[src/rtl/bcd_pkg.sv]
// Shared definitions for the sequential binary-to-BCD converter: state encoding,
// digit width and a helper that sizes DIGITS for a given binary width.
package bcd_pkg;

    localparam int DIGIT_W = 4;

    typedef enum logic [1:0] {
        ST_IDLE  = 2'd0,
        ST_SHIFT = 2'd1,
        ST_DONE  = 2'd2
    } state_t;

    // ceil(w * log10(2)) using a fixed-point approximation of log10(2) = 0.30103
    function automatic int min_digits(input int w);
        return (w * 30103 + 99999) / 100000;
    endfunction

endpackage

[src/rtl/bcd_digit_adj.sv]
// One double-dabble correction cell: a BCD digit of 5 or more gets 3 added so
// that the following left shift carries correctly into the next decade.
module bcd_digit_adj
    import bcd_pkg::*;
(
    input  logic [DIGIT_W-1:0] digit,
    output logic [DIGIT_W-1:0] adjusted
);

    assign adjusted = (digit >= DIGIT_W'(5)) ? digit + DIGIT_W'(3) : digit;

endmodule

[src/rtl/bcd_seq_conv.sv]
// Multi-cycle binary-to-BCD converter (shift-add-3, one input bit per clock) with
// valid/ready on both sides. Define BCD_SIGNED_EN to convert two's-complement input.
module bcd_seq_conv
    import bcd_pkg::*;
#(
    parameter int BIN_W  = 8,
    parameter int DIGITS = 3
) (
    input  logic                      clk,
    input  logic                      rst_n,
    input  logic                      in_valid,
    output logic                      in_ready,
    input  logic [BIN_W-1:0]          in_bin,
    output logic                      out_valid,
    input  logic                      out_ready,
    output logic [DIGIT_W*DIGITS-1:0] out_bcd,
    output logic                      out_ovf,
    output logic                      out_neg
);

    localparam int BCD_W = DIGIT_W * DIGITS;
    localparam int CNT_W = (BIN_W > 1) ? $clog2(BIN_W) : 1;

    state_t             state_reg;
    logic [BIN_W-1:0]   shift_reg;
    logic [BCD_W-1:0]   bcd_reg;
    logic [BCD_W-1:0]   bcd_adj;
    logic [CNT_W-1:0]   cnt_reg;
    logic               ovf_reg;
    logic               in_ready_reg;
    logic               out_valid_reg;
    logic [BIN_W-1:0]   load_bin;

    // All digits are corrected in parallel before each shift
    generate
        for (genvar gi = 0; gi < DIGITS; gi++) begin : g_adj
            bcd_digit_adj u_adj (
                .digit    (bcd_reg[gi*DIGIT_W +: DIGIT_W]),
                .adjusted (bcd_adj[gi*DIGIT_W +: DIGIT_W])
            );
        end
    endgenerate

`ifdef BCD_SIGNED_EN
    logic neg_reg;

    // Magnitude as BIN_W-bit unsigned, so the most negative value maps to 2^(BIN_W-1)
    assign load_bin = in_bin[BIN_W-1] ? ((~in_bin) + BIN_W'(1)) : in_bin;
    assign out_neg  = neg_reg;
`else
    assign load_bin = in_bin;
    assign out_neg  = 1'b0;
`endif

    always_ff @(posedge clk) begin
        if (!rst_n) begin
            state_reg     <= ST_IDLE;
            in_ready_reg  <= 1'b1;
            out_valid_reg <= 1'b0;
            shift_reg     <= '0;
            bcd_reg       <= '0;
            cnt_reg       <= '0;
            ovf_reg       <= 1'b0;
`ifdef BCD_SIGNED_EN
            neg_reg       <= 1'b0;
`endif
        end else begin
            case (state_reg)
                ST_IDLE: begin
                    if (in_valid && in_ready_reg) begin
                        shift_reg    <= load_bin;
                        bcd_reg      <= '0;
                        ovf_reg      <= 1'b0;
                        cnt_reg      <= CNT_W'(BIN_W - 1);
                        in_ready_reg <= 1'b0;
                        state_reg    <= ST_SHIFT;
`ifdef BCD_SIGNED_EN
                        neg_reg      <= in_bin[BIN_W-1];
`endif
                    end
                end
                ST_SHIFT: begin
                    bcd_reg   <= {bcd_adj[BCD_W-2:0], shift_reg[BIN_W-1]};
                    shift_reg <= {shift_reg[BIN_W-2:0], 1'b0};
                    // A set top bit would be shifted out of the accumulator: value too large
                    if (bcd_adj[BCD_W-1]) begin
                        ovf_reg <= 1'b1;
                    end
                    if (cnt_reg == '0) begin
                        state_reg     <= ST_DONE;
                        out_valid_reg <= 1'b1;
                    end else begin
                        cnt_reg <= cnt_reg - CNT_W'(1);
                    end
                end
                ST_DONE: begin
                    if (out_ready) begin
                        state_reg     <= ST_IDLE;
                        out_valid_reg <= 1'b0;
                        in_ready_reg  <= 1'b1;
                    end
                end
                default: begin
                    state_reg     <= ST_IDLE;
                    in_ready_reg  <= 1'b1;
                    out_valid_reg <= 1'b0;
                end
            endcase
        end
    end

    assign in_ready  = in_ready_reg;
    assign out_valid = out_valid_reg;
    assign out_bcd   = bcd_reg;
    assign out_ovf   = ovf_reg;

endmodule

[config.mk]
export PLATFORM = sky130hd
export DESIGN_NAME = bcd_seq_conv
export DESIGN_NICKNAME = d
export VERILOG_FILES = /design/src/rtl/bcd_pkg.sv /design/src/rtl/bcd_digit_adj.sv /design/src/rtl/bcd_seq_conv.sv
export SDC_FILE = /design/constraint.sdc
export NUM_CORES = 1
export LEC_CHECK = 0
export BUFFER_PORTS_ARGS = -buffer_cell sky130_fd_sc_hd__buf_4
export CAP_MARGIN = 5
export CORE_UTILIZATION = 39
export DETAILED_ROUTE_END_ITERATION = 7
export HOLD_SLACK_MARGIN = 0.08
export SYNTH_ARGS = -nofsm -noshare
export SYNTH_HDL_FRONTEND = slang
export SYNTH_SLANG_ARGS = --single-unit
[constraint.sdc]
create_clock -name clk -period 1.35 [get_ports clk]
set_input_delay 0.135 -clock clk [delete_from_list [all_inputs] [get_ports clk]]
set_output_delay 0.135 -clock clk [all_outputs]
set_load 0.01 [all_outputs]
==> impl_metrics.csv, run 1 <==
group,metric,value,unit
setup_path,worst_r2r_startpoint,"out_bcd[9]",
yosys,postSynthNetCount,185,
yosys,synth_seq_area_share,38.45,%
floorplanning,placementRows,21,
global_route,maximum_number_of_pins_on_one_net_before_global_route_repair,24,
hold_path,hold_path_depth,4,
setup_path,buffers_plus_inverters_on_the_worst_setup_path,1,
clock_tree,numCtsBuffers,3,
global_route,first_pass_grt_wire_length,5188,um
global_route,initial_antenna_violation_count,0,
yosys,synthArstFlopShare,0,%
setup_path,criticalPathCategory,"flip-flop to flip-flop",
yosys,synth_commonest_cells,"sky130_fd_sc_hd__dfxtp_1, sky130_fd_sc_hd__nand2_1, sky130_fd_sc_hd__inv_1",
power,share_comb_of_total_power,23.8,%
clock_tree,clock_tree.buffer_depth,2,
power,static-leakage-power,0.8673,nW
global_route,overflow,0,
hold_path,worst_hold_path_type,"input port to flip-flop",
finish,diodes,0,
setup_path,cp_slowest_stage_delay,0.37,ns
yosys,avgSynthCellArea,8.834,um2
setup_path,path_cells,"inv_4 > ha_4 > nand2b_4 > a21oi_4 > mux2_4 > o2bb2ai_2",
setup_path,reg2reg_slack,0.004,ns
detailed_routing,post-route-drc-count,0,
setup_path,cp_max_fanout,3,
finish,largest_register_ffs,12,
clock_tree,clock_tree_from_tritoncts,"done",
sta,fin_crit,1.346,ns
power,power,1.885,mW
global_route,grt_util_all_layers,16.11,%
yosys,mappedNetlistArea,1458,um2
clock_tree,cts.htree.levels,1,
detailed_routing,drt_pre_antenna_iters,4,
detailed_routing,route.detailed.wl_per_inst,12.87,um
power,p_int,1.362,mW
finish,area_growth_syn_to_layout,44.12,%
yosys,synth_cells,165,
yosys,synth_top_cells_by_area,"sky130_fd_sc_hd__dfxtp_1, sky130_fd_sc_hd__ha_1, sky130_fd_sc_hd__nand2_1",
yosys,number_of_enable_type_register_cells_in_the_synthesized_netlist,0,
floorplanning,die_width,63.14,um
sta,layout_worst_path_cycle_share,99.72,%
clock_tree,numClockSinks,28,
yosys,yosys_register_bits,28,
yosys,synth_largest_area_cell,"sky130_fd_sc_hd__dfxtp_1",
detailed_routing,finalWirelength,3230,um
floorplanning,num_io_pins,28,
yosys,netlist.area_leader.share,38.45,%
finish,post_route_cells_drive_above_1_share,45.37,%
placement,place_hpwl,2241,um
detailed_routing,via_density_per_instance,4.972,
setup_path,cpLargestDelayFamily,"flip-flops",
setup_path,worstReg2RegEnd,"out_bcd[10]",
setup_path,timing.critical_path.from_type,"flip-flop",
yosys,yosysMostFrequentCell,"sky130_fd_sc_hd__dfxtp_1",
placement,placed_cell_area,1844,um2
floorplanning,initial_utilization,42.03,%
power,p_switching,0.5227,mW
power,sw_frac_of_total,27.73,%
finish,postLayoutCellArea,2101,um2
sta,rsz0062_at_grt,"true",
floorplanning,dieArea,3986,um2
yosys,synth-warning-count,0,
sta,setup-violations-final,0,
power,vdd_drop_max,1.138,mV
clock_tree,path_clk_slew,0.10,ns
yosys,synth_flop_cell,"sky130_fd_sc_hd__dfxtp_1",
clock_tree,clk-insertion-delay-late,0.28,ns
power,p_seq_share,48.1,%
job,drv.max_cap_violation_count,0,
hold_path,hold_path.startpoint,"in_valid",
floorplanning,core_region_area,3468,um2
setup_path,cp-end-kind,"flip-flop",
placement,routabilityCongestion,0.6842,
power,clock_power_share,28.1,%
global_route,vias_in_the_first_global_route,1169,
setup_path,cp_data_required_time,1.57,ns
sta,finClkSkew,0.003436,ns
outcome,run_status,"finished, final reports clean",
power,power_per_cell_area,897.2,nW/um2
setup_path,critical_path_data_arrival_time,1.57,ns
sta,number_of_pins_exceeding_their_max_slew_limit_in_the_final_report,0,
yosys,yosysUniqueCellTypes,33,
detailed_routing,drt-initial-drc-count,56,
finish,design.final.nets,226,
detailed_routing,drt.antenna.violating_nets,0,
detailed_routing,num_vias,1248,
setup_path,worst-r2r-cell-count,6,
sta,report.final.hold_viol_count,0,
setup_path,critical_path.slowest_cell,"sky130_fd_sc_hd__dfxtp_4",
clock_tree,clock-root-buffer,"sky130_fd_sc_hd__clkbuf_8",
clock_tree,cts_hold_buffers,0,
hold_path,holdPathEnd,"in_ready",
floorplanning,floorplan.die.height,63.14,um
sta,fmax,742.8,MHz
placement,placement.io_buffers,26,
sta,finalSetupTns,0,ns
## worst max-delay path by stage
stage / startpoint / endpoint / slack, ns / cells after the start
after floorplan: out_bcd[8] / out_bcd[10] / 0.01 / 6
after global placement: out_bcd[0] / out_bcd[2] / 0.007 / 6
after detailed placement: out_bcd[8] / out_ovf / -0.05 / 7
after CTS: out_bcd[1] / out_bcd[2] / 0.005 / 6
after global routing: cnt_reg[0] / cnt_reg[1] / -0.06 / 7
final: out_bcd[9] / out_bcd[10] / 0.004 / 6
## cells in the final DEF (no fill, tap or decap), types with 2 or more instances in the layout
| cell type | n |
|---|---|
| sky130_fd_sc_hd__a211oi_2 | 2 |
| sky130_fd_sc_hd__a21boi_0 | 8 |
| sky130_fd_sc_hd__a21o_1 | 8 |
| sky130_fd_sc_hd__a21oi_1 | 3 |
| sky130_fd_sc_hd__a21oi_4 | 3 |
| sky130_fd_sc_hd__a22oi_1 | 2 |
| sky130_fd_sc_hd__and2_1 | 2 |
| sky130_fd_sc_hd__buf_4 | 45 |
| sky130_fd_sc_hd__clkbuf_8 | 4 |
| sky130_fd_sc_hd__dfxtp_1 | 19 |
| sky130_fd_sc_hd__dfxtp_2 | 3 |
| sky130_fd_sc_hd__dfxtp_4 | 6 |
| sky130_fd_sc_hd__ha_4 | 7 |
| sky130_fd_sc_hd__inv_1 | 3 |
| sky130_fd_sc_hd__inv_2 | 3 |
| sky130_fd_sc_hd__inv_4 | 4 |
| sky130_fd_sc_hd__mux2_4 | 4 |
| sky130_fd_sc_hd__nand2_1 | 20 |
| sky130_fd_sc_hd__nand2b_4 | 3 |
| sky130_fd_sc_hd__nand3b_1 | 6 |
| sky130_fd_sc_hd__nand4_1 | 3 |
| sky130_fd_sc_hd__nor2_1 | 6 |
| sky130_fd_sc_hd__nor2b_1 | 5 |
| sky130_fd_sc_hd__nor3_1 | 3 |
| sky130_fd_sc_hd__o21a_1 | 2 |
| sky130_fd_sc_hd__o21ai_0 | 7 |
| sky130_fd_sc_hd__o2bb2ai_1 | 4 |
| sky130_fd_sc_hd__o2bb2ai_2 | 2 |
| sky130_fd_sc_hd__xnor2_1 | 3 |
| sky130_fd_sc_hd__xor2_1 | 3 |
## stage by stage
stage / utilization [%] / std cells / hold slack (ns) / setup WS (ns)
floorplan: - / 165 / 0.3057 / 0.01180
global placement: 53.17 / 241 / 0.4015 / 0.006571
detailed placement: 53.17 / 241 / 0.4170 / -0.04518
CTS: 57.14 / 248 / 0.1222 / 0.005221
global route: 60.57 / 251 / 0.1263 / -0.05685
finish: 60.57 / 251 / 0.1286 / 0.003785
## worst register-to-register path, cell delays in order, from the launching register on
cell and delay [ns]:
sky130_fd_sc_hd__dfxtp_4 0.37, sky130_fd_sc_hd__inv_4 0.05, sky130_fd_sc_hd__ha_4 0.14, sky130_fd_sc_hd__nand2b_4 0.14, sky130_fd_sc_hd__a21oi_4 0.16, sky130_fd_sc_hd__mux2_4 0.32
sky130_fd_sc_hd__o2bb2ai_2 0.12
## per-layer routing
| layer | GRT usage [%] | wire length, um | vias to the layer above | share of wire, % |
|---|---|---|---|---|
| met3 | 3.804 | 87 | 2 | 2.7 |
| met2 | 29.57 | 1619 | 16 | 50 |
| met4 | 2.616 | 19 | 0 | 0.59 |
| met1 | 18.98 | 1503 | 591 | 47 |
| met5 | 0 | 0 | - | 0 |
| li1 | - | - | 639 | - |
## power by group through the flow
stage | Clock [mW] | Sequential (mW) | Combinational, mW
after CTS | 0.538 | 0.908 | 0.376
after detailed placement | 0 | 0.923 | 0.369
after global placement | 0 | 0.920 | 0.360
after floorplan | 0 | 0.920 | 0.251
final | 0.530 | 0.906 | 0.449
after global routing | 0.576 | 0.913 | 0.497
## cell families (layout without fill, tap and decap cells)
group,Yosys count,count (layout),share of synthesized area [%]
buf+inv,20,60,6.524
simple gates,54,54,18.88
xor+xnor,6,6,3.606
other cells,1,1,0.2573
flops,28,28,38.46
compound gates,43,43,21.37
mux,5,5,4.034
fa+ha+maj,8,8,6.867
## cell type report
class / instances / area [um2]
clock buffers: 4 / 55.05
fillers: 303 / 1368
inverters: 10 / 47.55
multi-input cells: 117 / 1005
flip-flops and latches: 28 / 586.8
well taps: 46 / 57.56
repair buffers: 46 / 349.1
## what timing repair did
item	in CTS	in global routing
buffers inserted	3	3
gates resized for setup	15	25
pin swaps	3	9
setup endpoints to repair	8	12
Power figures use the tool's default switching activity.
==> inputs of run 2 (changes only) <==
- ABC_AREA: not set -> 1
- clock period: 1.35 -> 1.5 ns (I/O delays scaled with it)
==> run 2 against run 1 <==
Effect of this change: critical path depth is 3 higher; global-route usage rose by 1.0 points; register-to-register slack gained 0.18 ns; sequential power shrank 6.5%; non-clock buffer count down 16; first-iteration DRC count increased by 77%; worst hold slack lost 0.0099 ns; flip-flop and latch count stayed put; maximum frequency rose by 2.0%; total power decreased by 2.7%; synthesized cell count is 28% higher; via count increased by 12%; largest cell class unchanged; largest power group unchanged.
==> impl_metrics.csv, run 2 <==
group,metric,value,unit
hold_path,holdPathEnd,"shift_reg[7]",
floorplanning,placementRows,21,
hold_path,worst_hold_path_type,"input port to flip-flop",
setup_path,worst_r2r_startpoint,"out_bcd[8]",
global_route,maximum_number_of_pins_on_one_net_before_global_route_repair,20,
outcome,run_status,"finished, final reports clean",
clock_tree,clock-root-buffer,"sky130_fd_sc_hd__clkbuf_8",
yosys,mappedNetlistArea,1475,um2
yosys,post_synth_and_or_nand_nor_area_fraction,31.13,%
detailed_routing,drt-initial-drc-count,99,
floorplanning,num_io_pins,28,
global_route,overflow,0,
finish,design.final.nets,261,
setup_path,worstReg2RegEnd,"out_ovf",
clock_tree,path_clk_slew,0.10,ns
detailed_routing,route.detailed.wl_per_inst,11.00,um
setup_path,reg2reg_slack,0.18,ns
yosys,synth_top_family_by_area,"simple AND/OR/NAND/NOR gates",
setup_path,critical_path.slowest_cell,"sky130_fd_sc_hd__dfxtp_1",
setup_path,cp-end-kind,"flip-flop",
detailed_routing,via_density_per_instance,4.895,
detailed_routing,finalWirelength,3147,um
power,power_per_cell_area,1023,nW/um2
finish,post_route_cells_drive_above_1_share,17.08,%
finish,diodes,0,
clock_tree,numCtsBuffers,3,
yosys,synth.mux.area_fraction,0,%
hold_path,hold_path.startpoint,"in_bin[7]",
floorplanning,die_width,63.50,um
power,clock_power_share,33.1,%
finish,final_common_cell,"sky130_fd_sc_hd__nand2_1",
floorplanning,core_region_area,3468,um2
finish,final_cell_mix,"sky130_fd_sc_hd__nand2_1, sky130_fd_sc_hd__buf_4, sky130_fd_sc_hd__dfxtp_1",
floorplanning,dieArea,4032,um2
yosys,number_of_enable_type_register_cells_in_the_synthesized_netlist,0,
floorplanning,floorplan.die.height,63.50,um
sta,fin_crit,1.320,ns
global_route,grt_util_all_layers,17.12,%
power,p_seq_share,46.2,%
global_route,initial_antenna_violation_count,0,
setup_path,setup.worst_path.start,"out_bcd[8]",
finish,largest_register_ffs,12,
yosys,synth_top_cells_by_area,"sky130_fd_sc_hd__dfxtp_1, sky130_fd_sc_hd__nand2_1, sky130_fd_sc_hd__a21oi_1",
yosys,avgSynthCellArea,6.958,um2
setup_path,criticalPathCategory,"flip-flop to flip-flop",
setup_path,critical-path-top-cell-by-count,"sky130_fd_sc_hd__nor2_1",
clock_tree,cts.htree.levels,1,
setup_path,cp_slowest_stage_delay,0.40,ns
detailed_routing,drt_pre_antenna_iters,4,
yosys,synth_xor_xnor_area_share,0,%
sta,layout_worst_path_cycle_share,87.99,%
finish,ff_latch_area,561.8,um2
placement,routabilityCongestion,0.7730,
setup_path,timing.critical_path.from_type,"flip-flop",
finish,nFillCells,382,
sta,finClkSkew,0.001748,ns
sta,fmax,757.7,MHz
power,vdd_drop_max,0.8665,mV
power,p_int,1.303,mW
setup_path,worst-r2r-cell-count,9,
hold_path,hold_path_depth,3,
power,sw_frac_of_total,28.92,%
clock_tree,clk-insertion-delay-late,0.28,ns
yosys,synthArstFlopShare,0,%
power,share_comb_of_total_power,20.7,%
floorplanning,initial_utilization,42.53,%
setup_path,path_cells,"inv_1 > ha_1 > inv_1 > nand2_1 > nand3_1 > nand2_1 > nor2_1 > nor2_1 > nor2_1",
placement,place_hpwl,2238,um
yosys,yosysUniqueCellTypes,23,
detailed_routing,drt.antenna.violating_nets,0,
setup_path,cp_data_required_time,1.73,ns
global_route,first_pass_grt_wire_length,5485,um
detailed_routing,num_vias,1400,
job,drv.max_cap_violation_count,0,
placement,placement.io_buffers,26,
detailed_routing,post-route-drc-count,0,
sta,finalSetupTns,0,ns
power,p_switching,0.5302,mW
finish,finish.utilization,51.66,%
yosys,netlist.area_leader.share,38.00,%
setup_path,cp_max_fanout,5,
yosys,yosys_register_bits,28,
sta,report.final.hold_viol_count,0,
power,static-leakage-power,0.8208,nW
yosys,synth-warning-count,0,
yosys,synth_cells,212,
yosys,postSynthNetCount,232,
finish,multiInputGateArea,782.0,um2
global_route,vias_in_the_first_global_route,1264,
sta,number_of_pins_exceeding_their_max_slew_limit_in_the_final_report,0,
sta,rsz0062_at_grt,"false",
setup_path,critical_path_data_arrival_time,1.55,ns
finish,area_growth_syn_to_layout,21.46,%
sta,setup-violations-final,0,
yosys,synthAdderAreaFrac,6.785,%
yosys,yosysMostFrequentCell,"sky130_fd_sc_hd__nand2_1",
clock_tree,clock_tree_from_tritoncts,"done",
yosys,synth_seq_area_share,38.00,%
yosys,synth_commonest_cells,"sky130_fd_sc_hd__nand2_1, sky130_fd_sc_hd__dfxtp_1, sky130_fd_sc_hd__inv_1, sky130_fd_sc_hd__a21oi_1, sky130_fd_sc_hd__nor2_1",
yosys,synthesized_area_fraction_occupied_by_ao_oa_aoi_and_oai_cells,14.84,%
clock_tree,clock_tree.buffer_depth,2,
yosys,synth_largest_area_cell,"sky130_fd_sc_hd__dfxtp_1",
yosys,synth_flop_cell,"sky130_fd_sc_hd__dfxtp_1",
clock_tree,numClockSinks,28,
[run 2: cell types whose count changed in the layout (fill, tap and decap cells not counted), moves of 6 or more]
cell	change
sky130_fd_sc_hd__inv_1	+21
sky130_fd_sc_hd__nand3_1	+15
sky130_fd_sc_hd__a21boi_0	-7
sky130_fd_sc_hd__buf_4	-15
sky130_fd_sc_hd__dfxtp_1	+8
sky130_fd_sc_hd__nand2_1	+44
sky130_fd_sc_hd__nor2_1	+11
sky130_fd_sc_hd__a21o_1	-7
sky130_fd_sc_hd__ha_4	-7
sky130_fd_sc_hd__nand3b_1	-6
sky130_fd_sc_hd__dfxtp_4	-6
sky130_fd_sc_hd__ha_1	+8
sky130_fd_sc_hd__a21oi_1	+19
[run 2: metrics by stage]
| stage | hold slack, ns | cell area [um2] | setup slack, ns | power, mW | instances |
|---|---|---|---|---|---|
| 2_1_floorplan | 0.2774 | 1475 | 0.2427 | 1.136 | 212 |
| 3_3_place_gp | 0.4165 | 1719 | 0.2021 | 1.245 | 282 |
| 3_5_place_dp | 0.4209 | 1719 | 0.1859 | 1.248 | 282 |
| 4_1_cts | 0.1128 | 1790 | 0.1541 | 1.862 | 286 |
| 5_1_grt | 0.1174 | 1792 | 0.007403 | 1.941 | 286 |
| 6_report | 0.1187 | 1792 | 0.1802 | 1.834 | 286 |
[run 2: final cells by class]
class	instances	area share, %
clock inverter	1	1.676
timing repair buffer	30	12.57
inverter	25	5.237
multi-input combinational	153	43.65
tap	46	3.212
sequential	28	31.35
clock buffer	3	2.304
[run 2: worst max-delay path, delay by kind of cell (launching register included)]
kind / cells / cell delay, ns
simple gates: 6 / 0.52
flops: 1 / 0.40
fa+ha+maj: 1 / 0.21
buf+inv: 2 / 0.14
[run 2: cell families (layout without fill, tap and decap cells)]
kind of cell | count (synthesis) | after routing
compound gates | 38 | 38
fa+ha+maj | 8 | 8
buf+inv | 31 | 59
flops | 28 | 28
other cells | 1 | 1
simple gates | 106 | 106
[run 2: worst max path at each step]
stage	cells past startpoint	end
floorplan	9	out_ovf
global placement	9	out_bcd[4]
detailed placement	9	out_bcd[4]
CTS	9	out_bcd[4]
global route	9	out_ovf
finish	9	out_ovf
[run 2: what timing repair did]
action / in CTS / in global routing
endpoints found under the setup margin: 0 / 1
resized for setup: 0 / 1
hold buffers: 0 / 0
setup buffers: 0 / 0
[run 2: power groups by stage]
stage / clock network (mW) / logic, mW / registers (mW)
floorplan: 0 / 0.274 / 0.862
global placement: 0 / 0.383 / 0.862
detailed placement: 0 / 0.383 / 0.865
CTS: 0.630 / 0.385 / 0.847
global route: 0.651 / 0.434 / 0.856
finish: 0.607 / 0.379 / 0.847
[run 2: routing by layer]
layer  global-route usage [%]  share of wire [%]  vias to the layer above
met5                        0                  0                        -
met1                    22.60                 52                      632
met3                    4.529                4.5                        4
li1                         -                  -                      738
met2                    26.60                 42                       26
met4                    5.966                1.4                        0
==> inputs of run 3 (changes only) <==
- SETUP_SLACK_MARGIN: not set -> 0.5
==> run 3 against run 2 <==
Effect of this change: sequential share of layout area decreased by 4.3 points; largest power group unchanged; combinational power increased by 55%; critical endpoint is now out_bcd[4]; design area increased by 23%; global-route usage increased by 1.8 points; critical path depth decreased by 1; non-clock buffer count increased by 14; register-to-register slack improved by 0.15 ns; clock skew about the same; die area unchanged; worst hold slack improved by 0.0097 ns; sequential power increased by 1%.
==> impl_metrics.csv, run 3 (synthesis gave the netlist of run 2 again) <==
group,metric,value,unit
outcome,run_status,"finished, final reports clean",
setup_path,critical_path_data_arrival_time,1.38,ns
power,static-leakage-power,0.9814,nW
hold_path,worst_hold_path_type,"input port to flip-flop",
setup_path,criticalPathCategory,"flip-flop to flip-flop",
finish,post_route_cells_drive_above_1_share,46.85,%
placement,placed_cell_area,1863,um2
job,drv.max_cap_violation_count,0,
clock_tree,clock_tree.buffer_depth,2,
sta,number_of_pins_exceeding_their_max_slew_limit_in_the_final_report,0,
floorplanning,core_region_area,3468,um2
sta,finClkSkew,0.002082,ns
placement,place_hpwl,2331,um
finish,diodes,0,
global_route,first_pass_grt_wire_length,6161,um
placement,routabilityCongestion,0.8117,
clock_tree,clock-root-buffer,"sky130_fd_sc_hd__clkbuf_8",
setup_path,timing.critical_path.from_type,"flip-flop",
setup_path,critical_path.slowest_cell,"sky130_fd_sc_hd__dfxtp_4",
global_route,overflow,0,
clock_tree,clock_tree_from_tritoncts,"done",
clock_tree,numCtsBuffers,3,
detailed_routing,route.detailed.wl_per_inst,11.66,um
global_route,grt_util_all_layers,18.87,%
finish,area_growth_syn_to_layout,48.86,%
detailed_routing,finalWirelength,3497,um
sta,layout_worst_path_cycle_share,77.72,%
floorplanning,dieArea,4032,um2
finish,postLayoutCellArea,2196,um2
placement,placement.io_buffers,26,
floorplanning,floorplan.die.height,63.50,um
detailed_routing,drt.antenna.violating_nets,0,
finish,ff_latch_area,594.3,um2
finish,final_cell_mix,"sky130_fd_sc_hd__nand2_1, sky130_fd_sc_hd__buf_4, sky130_fd_sc_hd__a21oi_1",
clock_tree,cts.htree.levels,1,
detailed_routing,drt-initial-drc-count,106,
setup_path,critical-path-top-cell-by-count,"sky130_fd_sc_hd__nor2_1",
global_route,initial_antenna_violation_count,0,
finish,design.final.nets,275,
clock_tree,cts_hold_buffers,0,
sta,setup-violations-final,0,
clock_tree,clk-insertion-delay-late,0.27,ns
global_route,vias_in_the_first_global_route,1391,
finish,largest_register_ffs,12,
sta,fmax,857.7,MHz
setup_path,path_cells,"inv_4 > nor2_4 > buf_12 > buf_8 > nand2_2 > nor2_2 > nor2_1 > nor2_1",
floorplanning,placementRows,21,
finish,multiInputGateArea,1002,um2
setup_path,cp-end-kind,"flip-flop",
global_route,maximum_number_of_pins_on_one_net_before_global_route_repair,20,
floorplanning,num_io_pins,28,
finish,nFillCells,324,
power,vdd_drop_max,0.5668,mV
sta,report.final.hold_viol_count,0,
detailed_routing,drt_pre_antenna_iters,4,
setup_path,cp_slowest_stage_delay,0.40,ns
power,power_per_cell_area,847.9,nW/um2
clock_tree,path_clk_slew,0.09,ns
setup_path,cp_data_required_time,1.71,ns
floorplanning,die_width,63.50,um
detailed_routing,num_vias,1467,
floorplanning,initial_utilization,42.53,%
detailed_routing,via_density_per_instance,4.890,
sta,rsz0062_at_grt,"true",
sta,finalSetupTns,0,ns
setup_path,cp_max_fanout,7,
detailed_routing,post-route-drc-count,0,
clock_tree,numClockSinks,28,
finish,final_common_cell,"sky130_fd_sc_hd__nand2_1",
sta,fin_crit,1.166,ns
[run 3: changes by cell type in the layout (fill, tap and decap cells not counted), moves of 8 or more]
cell / before / now
sky130_fd_sc_hd__dfxtp_1: 27 / 13
sky130_fd_sc_hd__inv_1: 24 / 10
sky130_fd_sc_hd__nand2_1: 64 / 50
sky130_fd_sc_hd__nand2_2: 0 / 11
sky130_fd_sc_hd__a21oi_1: 22 / 14
sky130_fd_sc_hd__a21oi_2: 1 / 9
sky130_fd_sc_hd__dfxtp_2: 1 / 9
sky130_fd_sc_hd__ha_1: 8 / 0
sky130_fd_sc_hd__inv_4: 0 / 8
[run 3: routing by layer]
metal  share of wire, %  track usage, %  vias up
met4               0.94           5.966        0
met2                 50           31.65       26
met5                  0               0        -
met3                2.8           2.717        4
met1                 46           24.67      661
li1                   -               -      776
[run 3: worst max-delay path, delay by kind of cell, from the launching register on]
family,cells,cell delay [ns]
flip-flops,1,0.40
AND/OR/NAND/NOR,5,0.40
buffers and inverters,3,0.31
[run 3: metrics by stage]
stage	total power, mW	hold slack, ns	util, %	cells	setup WS, ns
6_report	1.862	0.1285	63.31	300	0.3341
5_1_grt	1.983	0.1303	63.31	300	0.2593
4_1_cts	1.802	0.1225	58.59	295	0.3499
3_5_place_dp	1.305	0.4204	53.72	281	0.2079
3_3_place_gp	1.290	0.4158	53.72	281	0.2436
2_1_floorplan	1.195	0.2783	-	212	0.4449
[run 3: final cells by class]
class                   count  area share (%)
flip-flops and latches     28           27.07
well taps                  46           2.621
multi-input cells         153           45.64
repair buffers             44           17.44
inverters                  25           5.185
clock buffers               4           2.051
[run 3: final timing paths]
path	start	to	slack (ns)	depth (start not counted)
worst min-delay path	in_bin[3]	shift_reg[3]	0.13	3
worst max-delay path	state_reg[0]	out_bcd[4]	0.33	8
worst max register to register	state_reg[0]	out_bcd[4]	0.33	8
worst min register to register	out_valid	out_valid	0.45	2
[run 3: repair_timing]
item / CTS / global route
buffers inserted: 10 / 4
gates resized for setup: 15 / 29
gates cloned: 0 / 1
pin swaps: 6 / 16
endpoints found under the setup margin: 31 / 34
[run 3: where the power goes]
part	total, mW	internal (mW)	switching, mW
combinational	0.589	0.271	0.319
clock	0.416	0.190	0.225
sequential	0.857	0.807	0.0500
total	1.86	1.27	0.594
